`config.mk`:
```
export PLATFORM = sky130hd
export DESIGN_NAME = cmos_pixel_pack
export DESIGN_NICKNAME = d
export VERILOG_FILES = /design/src/rtl/cmos_pkg.sv /design/src/rtl/cmos_geom_check.sv /design/src/rtl/cmos_pixel_pack.sv
export SDC_FILE = /design/constraint.sdc
export NUM_CORES = 1
export LEC_CHECK = 0
export CORE_ASPECT_RATIO = 0.7
export CORE_MARGIN = 1
export CORE_UTILIZATION = 49
export CTS_CLUSTER_SIZE = 14
export DETAILED_ROUTE_END_ITERATION = 10
export PLACE_DENSITY = 0.92
export SLEW_MARGIN = 20
export SYNTH_ARGS = -nofsm -noshare
export SYNTH_HDL_FRONTEND = slang
export SYNTH_HIERARCHICAL = 1
export SYNTH_SLANG_ARGS = --single-unit
```
`constraint.sdc`:
```
create_clock -name clk -period 2.6 [get_ports clk]
set_clock_uncertainty 0.2 [all_clocks]
set_input_delay 0.52 -clock clk [delete_from_list [all_inputs] [get_ports clk]]
set_output_delay 0.52 -clock clk [all_outputs]
set_load 0.01 [all_outputs]
```
`src/rtl/cmos_pkg.sv`:
```
// Shared definitions for the CMOS pixel packer: FSM encoding, geometry width,
// the default frame discard count and the byte-pair packing helper.
package cmos_pkg;

    localparam int GEOM_W = 13;

    localparam logic [3:0] WAIT_FRAME_DEFAULT = 4'd10;

    localparam logic [1:0] ST_SKIP    = 2'd0;
    localparam logic [1:0] ST_WAIT_VS = 2'd1;
    localparam logic [1:0] ST_ACTIVE  = 2'd2;

    function automatic logic [15:0] pack_pixel(input logic [7:0] first_byte,
                                               input logic [7:0] second_byte,
                                               input logic       hi_first);
        return hi_first ? {first_byte, second_byte} : {second_byte, first_byte};
    endfunction

endpackage

```
`src/rtl/cmos_geom_check.sv`:
```
// Frame geometry checker: counts pixels per line and lines per frame and flags
// any disagreement with the configuration latched at the start of the frame.
module cmos_geom_check
    import cmos_pkg::*;
(
    input  logic              clk,
    input  logic              rst,
    input  logic              load,
    input  logic [GEOM_W-1:0] cfg_h_pixel,
    input  logic [GEOM_W-1:0] cfg_v_pixel,
    input  logic              start,
    input  logic              pix_strobe,
    input  logic              line_end,
    input  logic              odd_end,
    input  logic              boundary,
    output logic              err
);

    localparam logic [GEOM_W-1:0] SAT = '1;

    logic [GEOM_W-1:0] h_cfg;
    logic [GEOM_W-1:0] v_cfg;
    logic [GEOM_W-1:0] pix_cnt;
    logic [GEOM_W-1:0] line_cnt;
    logic [GEOM_W-1:0] line_cnt_nxt;
    logic              sticky;
    logic              line_bad;
    logic              frame_bad;

    // The line closing in this cycle must be counted before the boundary compare.
    always_comb begin
        line_cnt_nxt = line_cnt;
        if (line_end && line_cnt != SAT) begin
            line_cnt_nxt = line_cnt + GEOM_W'(1);
        end
        line_bad  = line_end && (odd_end || pix_cnt != h_cfg || pix_cnt == SAT);
        frame_bad = boundary && (line_cnt_nxt != v_cfg || line_cnt_nxt == SAT);
    end

    assign err = sticky | line_bad | frame_bad;

    always_ff @(posedge clk) begin
        if (rst) begin
            h_cfg    <= '0;
            v_cfg    <= '0;
            pix_cnt  <= '0;
            line_cnt <= '0;
            sticky   <= 1'b0;
        end else if (load) begin
            h_cfg    <= cfg_h_pixel;
            v_cfg    <= cfg_v_pixel;
            pix_cnt  <= '0;
            line_cnt <= '0;
            sticky   <= 1'b0;
        end else begin
            if (start) begin
                sticky <= 1'b0;
            end else if (line_bad || frame_bad) begin
                sticky <= 1'b1;
            end
            if (line_end) begin
                pix_cnt <= '0;
            end else if (pix_strobe && pix_cnt != SAT) begin
                pix_cnt <= pix_cnt + GEOM_W'(1);
            end
            line_cnt <= line_cnt_nxt;
        end
    end

endmodule

```
`src/rtl/cmos_pixel_pack.sv`:
```
// Packs 8-bit DVP camera bytes into RGB565 pixels after discarding WAIT_FRAME
// frames. Define CMOS_FRAME_CHECK_EN to enable the frame geometry checker.
module cmos_pixel_pack
    import cmos_pkg::*;
#(
    parameter logic [3:0] WAIT_FRAME    = WAIT_FRAME_DEFAULT,
    parameter logic       HI_BYTE_FIRST = 1'b1
) (
    input  logic              clk,
    input  logic              rst,
    input  logic              cam_vsync,
    input  logic              cam_href,
    input  logic [7:0]        cam_data,
    input  logic [GEOM_W-1:0] cfg_h_pixel,
    input  logic [GEOM_W-1:0] cfg_v_pixel,
    output logic              pix_valid,
    output logic [15:0]       pix_data,
    output logic              frame_start,
    output logic              frame_done,
    output logic              frame_err
);

    logic       vs_r;
    logic       hr_r;
    logic [7:0] d_r;
    logic       vs_prev;
    logic       hq_prev;
    logic       hr_q;
    logic       boundary;
    logic       vs_fall;
    logic       hq_rise;
    logic       pair_done;
    logic       start_now;
    logic       active;

    logic [1:0] state;
    logic [3:0] frame_cnt;
    logic       phase;
    logic       started;
    logic [7:0] first_byte;
    logic       geom_err;

    always_ff @(posedge clk) begin
        if (rst) begin
            vs_r    <= 1'b0;
            hr_r    <= 1'b0;
            d_r     <= 8'h00;
            vs_prev <= 1'b0;
            hq_prev <= 1'b0;
        end else begin
            vs_r    <= cam_vsync;
            hr_r    <= cam_href;
            d_r     <= cam_data;
            vs_prev <= vs_r;
            hq_prev <= hr_q;
        end
    end

    // Line valid is only honoured outside vertical blanking.
    assign hr_q      = hr_r & ~vs_r;
    assign boundary  = vs_r & ~vs_prev;
    assign vs_fall   = ~vs_r & vs_prev;
    assign hq_rise   = hr_q & ~hq_prev;
    assign active    = (state == ST_ACTIVE);
    assign pair_done = hr_q & phase;
    assign start_now = active & hq_rise & ~started;

    // The first boundary after reset only opens the first complete frame, so
    // the discard count closes on the boundary after the counter reaches WAIT_FRAME.
    always_ff @(posedge clk) begin
        if (rst) begin
            state       <= ST_SKIP;
            frame_cnt   <= 4'd0;
            phase       <= 1'b0;
            started     <= 1'b0;
            first_byte  <= 8'h00;
            pix_valid   <= 1'b0;
            pix_data    <= 16'h0000;
            frame_start <= 1'b0;
            frame_done  <= 1'b0;
            frame_err   <= 1'b0;
        end else begin
            pix_valid   <= 1'b0;
            frame_start <= 1'b0;
            frame_done  <= 1'b0;
            frame_err   <= 1'b0;
            phase       <= hr_q ? ~phase : 1'b0;
            if (hr_q && !phase) begin
                first_byte <= d_r;
            end
            case (state)
                ST_SKIP: begin
                    if (WAIT_FRAME == 4'd0) begin
                        state <= ST_WAIT_VS;
                    end else if (boundary) begin
                        if (frame_cnt == WAIT_FRAME) begin
                            state <= ST_WAIT_VS;
                        end else begin
                            frame_cnt <= frame_cnt + 4'd1;
                        end
                    end
                end
                ST_WAIT_VS: begin
                    if (vs_fall) begin
                        state   <= ST_ACTIVE;
                        started <= 1'b0;
                    end
                end
                ST_ACTIVE: begin
                    if (boundary) begin
                        state      <= ST_WAIT_VS;
                        frame_done <= 1'b1;
                        frame_err  <= geom_err;
                    end
                    if (start_now) begin
                        started     <= 1'b1;
                        frame_start <= 1'b1;
                    end
                    if (pair_done) begin
                        pix_valid <= 1'b1;
                        pix_data  <= pack_pixel(first_byte, d_r, HI_BYTE_FIRST);
                    end
                end
                default: state <= ST_SKIP;
            endcase
        end
    end

`ifdef CMOS_FRAME_CHECK_EN
    logic hq_fall;
    logic odd_end;

    assign hq_fall = ~hr_q & hq_prev;
    assign odd_end = hq_fall & phase;

    cmos_geom_check u_geom (
        .clk         (clk),
        .rst         (rst),
        .load        ((state == ST_WAIT_VS) && vs_fall),
        .cfg_h_pixel (cfg_h_pixel),
        .cfg_v_pixel (cfg_v_pixel),
        .start       (start_now),
        .pix_strobe  (active & pair_done),
        .line_end    (active & hq_fall),
        .odd_end     (active & odd_end),
        .boundary    (active & boundary),
        .err         (geom_err)
    );
`else
    logic cfg_unused;

    assign cfg_unused = ^{cfg_h_pixel, cfg_v_pixel};
    assign geom_err   = 1'b0;
`endif

endmodule

```
==> impl_results.md, run 1 <==
* Effective utilization at floorplan at 52.1%
* Unrepaired setup endpoints after global routing: no
* Routability congestion estimate at 0.670
* Total global routing track utilization at 15.9%
* Die Footprint at 0.00406 mm^2
* Number of antenna violations at the first check in global routing at 0
* Final worst path period need at 1.91 ns
* Worst reg2reg startpoint: vs_r$_SDFF_PP0_
* Slowest CP cell: clkdlybuf4s50_1
* Final critical-path share of the clock period at 73.5%
* Power Dens Cells at 546 mW/mm^2
* Number of resized instances in the post-cts repair step at 0
* Worst reg2reg path depth at 3
* Hold worst-path end: pix_data[7]$_SDFFE_PP0P_
* DR vias at 1197
* Critical path type: reg2out
* Critical path depth in cells at 1
* Data arrival time at the worst-slack endpoint at 1.19 ns
* First-pass iteration count of the detailed router at 4
* Estimated wirelength of the detail-placed design at 1.94 mm
* Slew Viols, Final at 0
* Critical path's top delay family: buffers and inverters
* Cell count of the worst hold path at 2
* Seq cells post-synth at 47
* Unique cell type count in the Yosys netlist at 29
* List of cells traversed by the critical path: clkdlybuf4s50_1
* Final setup margin at 0.690 ns
* Number of max-cap violations at 0
* Sort of element at the end of the critical path: output port
* Top Ports at 58
* Setup slack after placement at 0.598 ns
* Gr ovfl total at 0
* Skew-Pair Late Insertion Delay at 0.30 ns
* Via density per instance at 4.79
* Die outline width at 75.8 um
* Final #Nets at 241
* Depth of the CTS H-tree at 2
* Share of cells above drive strength 1 at 6.00%
* Slew @ Worst Pin at 0.920 ns
* Wire length of the first global-routing pass at 4.53 mm
* Leakage component of the power at 0.774 nW
* CP bufs+invs at 1
* WL/cell at 11.6 um
* Number of rows in the core area at 18
* Total negative slack for setup checks at 0 ns
* Highest achievable clock rate at 524 MHz
* Total nets after synthesis at 214
* CTS Hold Buffers Added at 0
* Via count of the first global-routing pass at 1005
* Warnings from Yosys at 6
* Post-detailed-route count of antenna-violating nets at 0
* Number of CTS-inserted buffers at 5
* Die height at 53.6 um
* Required time of the worst setup path at 1.88 ns
* Clock-pin slew on the worst setup and hold paths at 0.07 ns
* Post-route total power at 1.22 mW
* Final number of setup-violating endpoints at 0
* Post-CTS Setup Bufs at 0
* Final WL at 2.91 mm
* Startpoint of the worst hold path: d_r[7]$_SDFF_PP0_
* Run status: finished clean
* Crit-path max cell delay at 0.54 ns
* Maximum buffer depth of the clock tree at 2
* Cell area after synthesis at 0.00187 mm^2
* Mean instance size in the synthesized netlist at 10.7 um^2
* Critical path startpoint category: flop
* Fraction of the yosys area taken by sequential cells at 50.4%
* Cell at the root of the clock tree: clkbuf_8
* Clock tree from TritonCTS: built
* Maximum number of pins on one net before global-route repair at 68
* Endpoint of the lowest-slack register-to-register path: frame_cnt[0]$_SDFFE_PP0P_
* Number of failing hold endpoints at the final stage at 0
* N_diodes at 0
* Remaining design rule violation count at 0
* Gate count after technology mapping at 174
* Highest ir drop seen on vdd at 387 uV
* Worst rel slew slack at 38.6%
* Count of buffers from port buffering at 30
* Reg2Reg Setup Slack at 0.93 ns
* Worst hold path class: reg2reg
* Sink Count at 47
* Area grow syn2layout at 19.4%
* Largest fanout on the critical path at 2
* Detailed router's first-iteration violation count at 37
* Std-Cell Core Area at 0.00358 mm^2
[kinds of logic after synthesis]
family,Yosys count,synth area share (%)
AND/OR/NAND/NOR,78,26.6
flip-flops,47,50.4
multiplexers,26,14.1
buffers and inverters,12,4.56
AO/OA/AOI/OAI,8,2.81
adder cells (fa/ha/maj),2,1.34
other,1,0.201
[cell usage after synthesis, drive strengths merged]
library cell	n	share of area [%]
and4bb	1	0.67
nand3b	1	0.40
nor2	14	2.8
a211oi	2	0.80
and2b	1	0.40
ha	2	1.3
and3	1	0.60
o41ai	1	0.47
mux2	2	1.2
dfxtp	47	50
nor3b	2	1.1
nand3	1	0.27
nor2b	18	6.2
a31o	1	0.47
or4b	1	0.54
nand4	1	0.34
mux2i	24	13
and2	1	0.34
a21oi	4	1.1
nor4b	1	1.3
buf	6	3.4
clkbuf	5	1.0
nand2b	35	12
conb	1	0.20
inv	1	0.20
[area by class of cell]
type	instances	area (um^2)
Clock buffer	6	72.6
Timing Repair Buffer	31	303
Multi-Input combinational cell	115	846
Tap cell	50	62.6
Inverter	1	3.75
Fill cell	289	1350
Sequential cell	47	941
[report_power, final]
part,internal [mW],switching [mW],total [mW]
combinational,0.0416,0.0305,0.0721
sequential,0.735,0.0112,0.747
clock,0.179,0.220,0.399
[registers in the layout, indices dropped and copies added (netlist names), 2 cells and up]
register and flops:
state 2, first_byte 8, frame_cnt 4, pix_data 16, d_r 8
[how the worst max path moves through the flow]
stage	slack, ns	to	from
floorplan	1.04	frame_cnt[3]$_SDFFE_PP0P_	rst
global route	0.63	pix_data[3]	pix_data[3]$_SDFFE_PP0P_
CTS	0.67	pix_data[6]	pix_data[6]$_SDFFE_PP0P_
global placement	0.64	frame_cnt[2]$_SDFFE_PP0P_	rst
detailed placement	0.60	frame_cnt[3]$_SDFFE_PP0P_	rst
finish	0.69	pix_data[6]	pix_data[6]$_SDFFE_PP0P_
[worst register-to-register path, delay by kind of cell, from the launching register on]
kind             cells  cell delay (ns)
flip-flops           1             0.47
multiplexers         1             0.33
AND/OR/NAND/NOR      2             0.56
[per-layer routing]
| layer | global-route usage [%] | part of all wire, % | vias to the layer above |
|---|---|---|---|
| li1 | - | - | 622 |
| met1 | 20.0 | 51 | 546 |
| met2 | 23.6 | 43 | 23 |
| met3 | 7.30 | 4.8 | 6 |
| met4 | 6.48 | 1.4 | 0 |
| met5 | 0 | 0 | - |
[placed cells by master, fill, tap and decap left out, types with 2 or more instances in the layout]
cell / count
mux2i_1: 24
dfxtp_1: 47
clkbuf_8: 5
nor3b_2: 2
nor2b_1: 17
a211oi_1: 2
mux2_1: 2
ha_1: 2
nor2_1: 14
nand2b_1: 35
a21oi_1: 4
clkdlybuf4s50_1: 29
[stage by stage]
step	hold slack (ns)	area [um^2]	cells	util, %
after floorplan	0.250	1870	174	-
after global placement	0.261	2160	244	60.2
after detailed placement	0.261	2160	244	60.2
after CTS	0.279	2230	250	62.2
after global routing	0.293	2230	250	62.2
final	0.273	2230	250	62.2
(Power assumes the default switching activity.)
==> run 2: changes to the inputs <==
Settings changed: CORE_UTILIZATION 49 to 46, PLACE_DENSITY 0.92 to 0.88.
Clock period 2.6 ns to 1.9 ns, I/O delays scaled along.
==> run 2 against run 1 <==
Register-to-register slack worse by 0.67 ns. Sequential power up 37%. Critical path depth unchanged.
==> impl_results.md, run 2 (synthesized netlist as in run 1, its figures left out) <==
* Total negative slack for setup checks at 0 ns
* Most frequent cells in the layout: dfxtp_1 (47), nand2b_1 (35), clkdlybuf4s50_1 (29)
* Sort of element at the end of the critical path: output port
* Share of cells above drive strength 1 at 8.78%
* List of cells traversed by the critical path: clkdlybuf4s50_1
* Cell at the root of the clock tree: clkbuf_8
* Largest fanout on the critical path at 2
* Max reg flops at 16
* Critical path type: reg2out
* Routability congestion estimate at 0.694
* Required time of the worst setup path at 1.32 ns
* Power Dens Cells at 814 mW/mm^2
* Area grow syn2layout at 23.0%
* Slowest CP cell: clkdlybuf4s50_1
* Die Footprint at 0.00432 mm^2
* Final number of setup-violating endpoints at 0
* Number of rows in the core area at 18
* Final worst path period need at 1.76 ns
* Largest reg by FF count: pix_data
* Gr ovfl total at 0
* Highest achievable clock rate at 568 MHz
* Data arrival time at the worst-slack endpoint at 1.18 ns
* Detailed router's first-iteration violation count at 59
* Wire length of the first global-routing pass at 4.77 mm
* Number of antenna violations at the first check in global routing at 0
* Reg2Reg Setup Slack at 0.26 ns
* Sink Count at 47
* Final WL at 2.97 mm
* Std-Cell Core Area at 0.00369 mm^2
* Top Registers: pix_data: 16 flops, d_r: 8 flops, first_byte: 8 flops
* Worst hold path class: reg2reg
* Estimated wirelength of the detail-placed design at 1.97 mm
* Post-detailed-route count of antenna-violating nets at 0
* Unrepaired setup endpoints after global routing: no
* Placed standard-cell area at 0.00218 mm^2
* Remaining design rule violation count at 0
* Die height at 55.3 um
* Run status: finished clean
* Total global routing track utilization at 14.7%
* Via density per instance at 4.75
* Instance count after placement with tap cells included at 247
* Maximum number of pins on one net before global-route repair at 30
* DR vias at 1210
* Critical path startpoint category: flop
* CTS Hold Buffers Added at 0
* Number of max-cap violations at 0
* Crit-path max cell delay at 0.54 ns
* CP bufs+invs at 1
* Area used by sequential logic in the layout at 941 um^2
* Effective utilization at floorplan at 50.5%
* Number of failing hold endpoints at the final stage at 0
* N_diodes at 0
* Clock-pin slew on the worst setup and hold paths at 0.08 ns
* Skew-Pair Late Insertion Delay at 0.30 ns
* Number of CTS-inserted buffers at 5
* Leakage component of the power at 0.812 nW
* Critical path's top delay family: buffers and inverters
* WL/cell at 11.6 um
* Slew Viols, Final at 0
* Area of all placed cells without fillers at 0.00230 mm^2
* Clock tree from TritonCTS: built
* Final critical-path share of the clock period at 92.6%
* Maximum buffer depth of the clock tree at 2
* Via count of the first global-routing pass at 1074
* First-pass iteration count of the detailed router at 4
* Post-CTS Setup Bufs at 0
* Final std cells w/o fill at 255
* Die outline width at 78.1 um
* Highest ir drop seen on vdd at 475 uV
* Count of buffers from port buffering at 30
* Top Ports at 58
* Final #Nets at 244
* Depth of the CTS H-tree at 2
* Layout filler cell count at 317
* Multi-input logic area at 846 um^2
* Number of resized instances in the post-cts repair step at 0
* Most common library cell in the layout ignoring fill and taps: dfxtp_1
[run 2: cell count changes in the layout (fill, tap and decap cells not counted), sizes merged]
| cell | previous run | this run |
|---|---|---|
| buf | 2 | 5 |
| bufinv | 0 | 1 |
| clkinv | 0 | 1 |
[run 2: routing by layer]
metal	global-route usage, %	share of wire, %	up-vias
met1	17.8	49	551
met2	23.1	45	25
li1	-	-	627
met5	0	0	-
met4	7.94	1.9	0
met3	4.96	4.1	7
[run 2: per-stage QoR]
step | setup slack [ns] | utilization, % | hold slack (ns) | power (mW)
6_report | 0.140 | 62.2 | 0.273 | 1.87
2_1_floorplan | 0.405 | - | 0.250 | 1.11
3_5_place_dp | 0.270 | 59.0 | 0.260 | 1.15
3_3_place_gp | 0.288 | 59.0 | 0.261 | 1.15
5_1_grt | 0.0777 | 62.2 | 0.298 | 1.95
4_1_cts | 0.123 | 62.2 | 0.279 | 1.89
[run 2: layout make-up]
type / instances / area share, %
sequential: 47 / 41.0
clock inverter: 2 / 1.53
tap: 50 / 2.72
inverter: 1 / 0.163
timing repair buffer: 34 / 14.2
clock buffer: 6 / 3.60
multi-input combinational: 115 / 36.8
[run 2: where the power goes]
part	total, mW	switching, mW	internal [mW]
registers	1.02	0.0157	1.01
clock network	0.742	0.317	0.425
logic	0.104	0.0438	0.0603
total	1.87	0.376	1.49
[run 2: worst paths after layout]
check	startpoint	to	depth (start not counted)
max	pix_data[11]$_SDFFE_PP0P_	pix_data[11]	1
min	pix_data[15]$_SDFFE_PP0P_	pix_data[15]$_SDFFE_PP0P_	2
max reg2reg	vs_r$_SDFF_PP0_	frame_cnt[0]$_SDFFE_PP0P_	3
min reg2reg	pix_data[15]$_SDFFE_PP0P_	pix_data[15]$_SDFFE_PP0P_	2
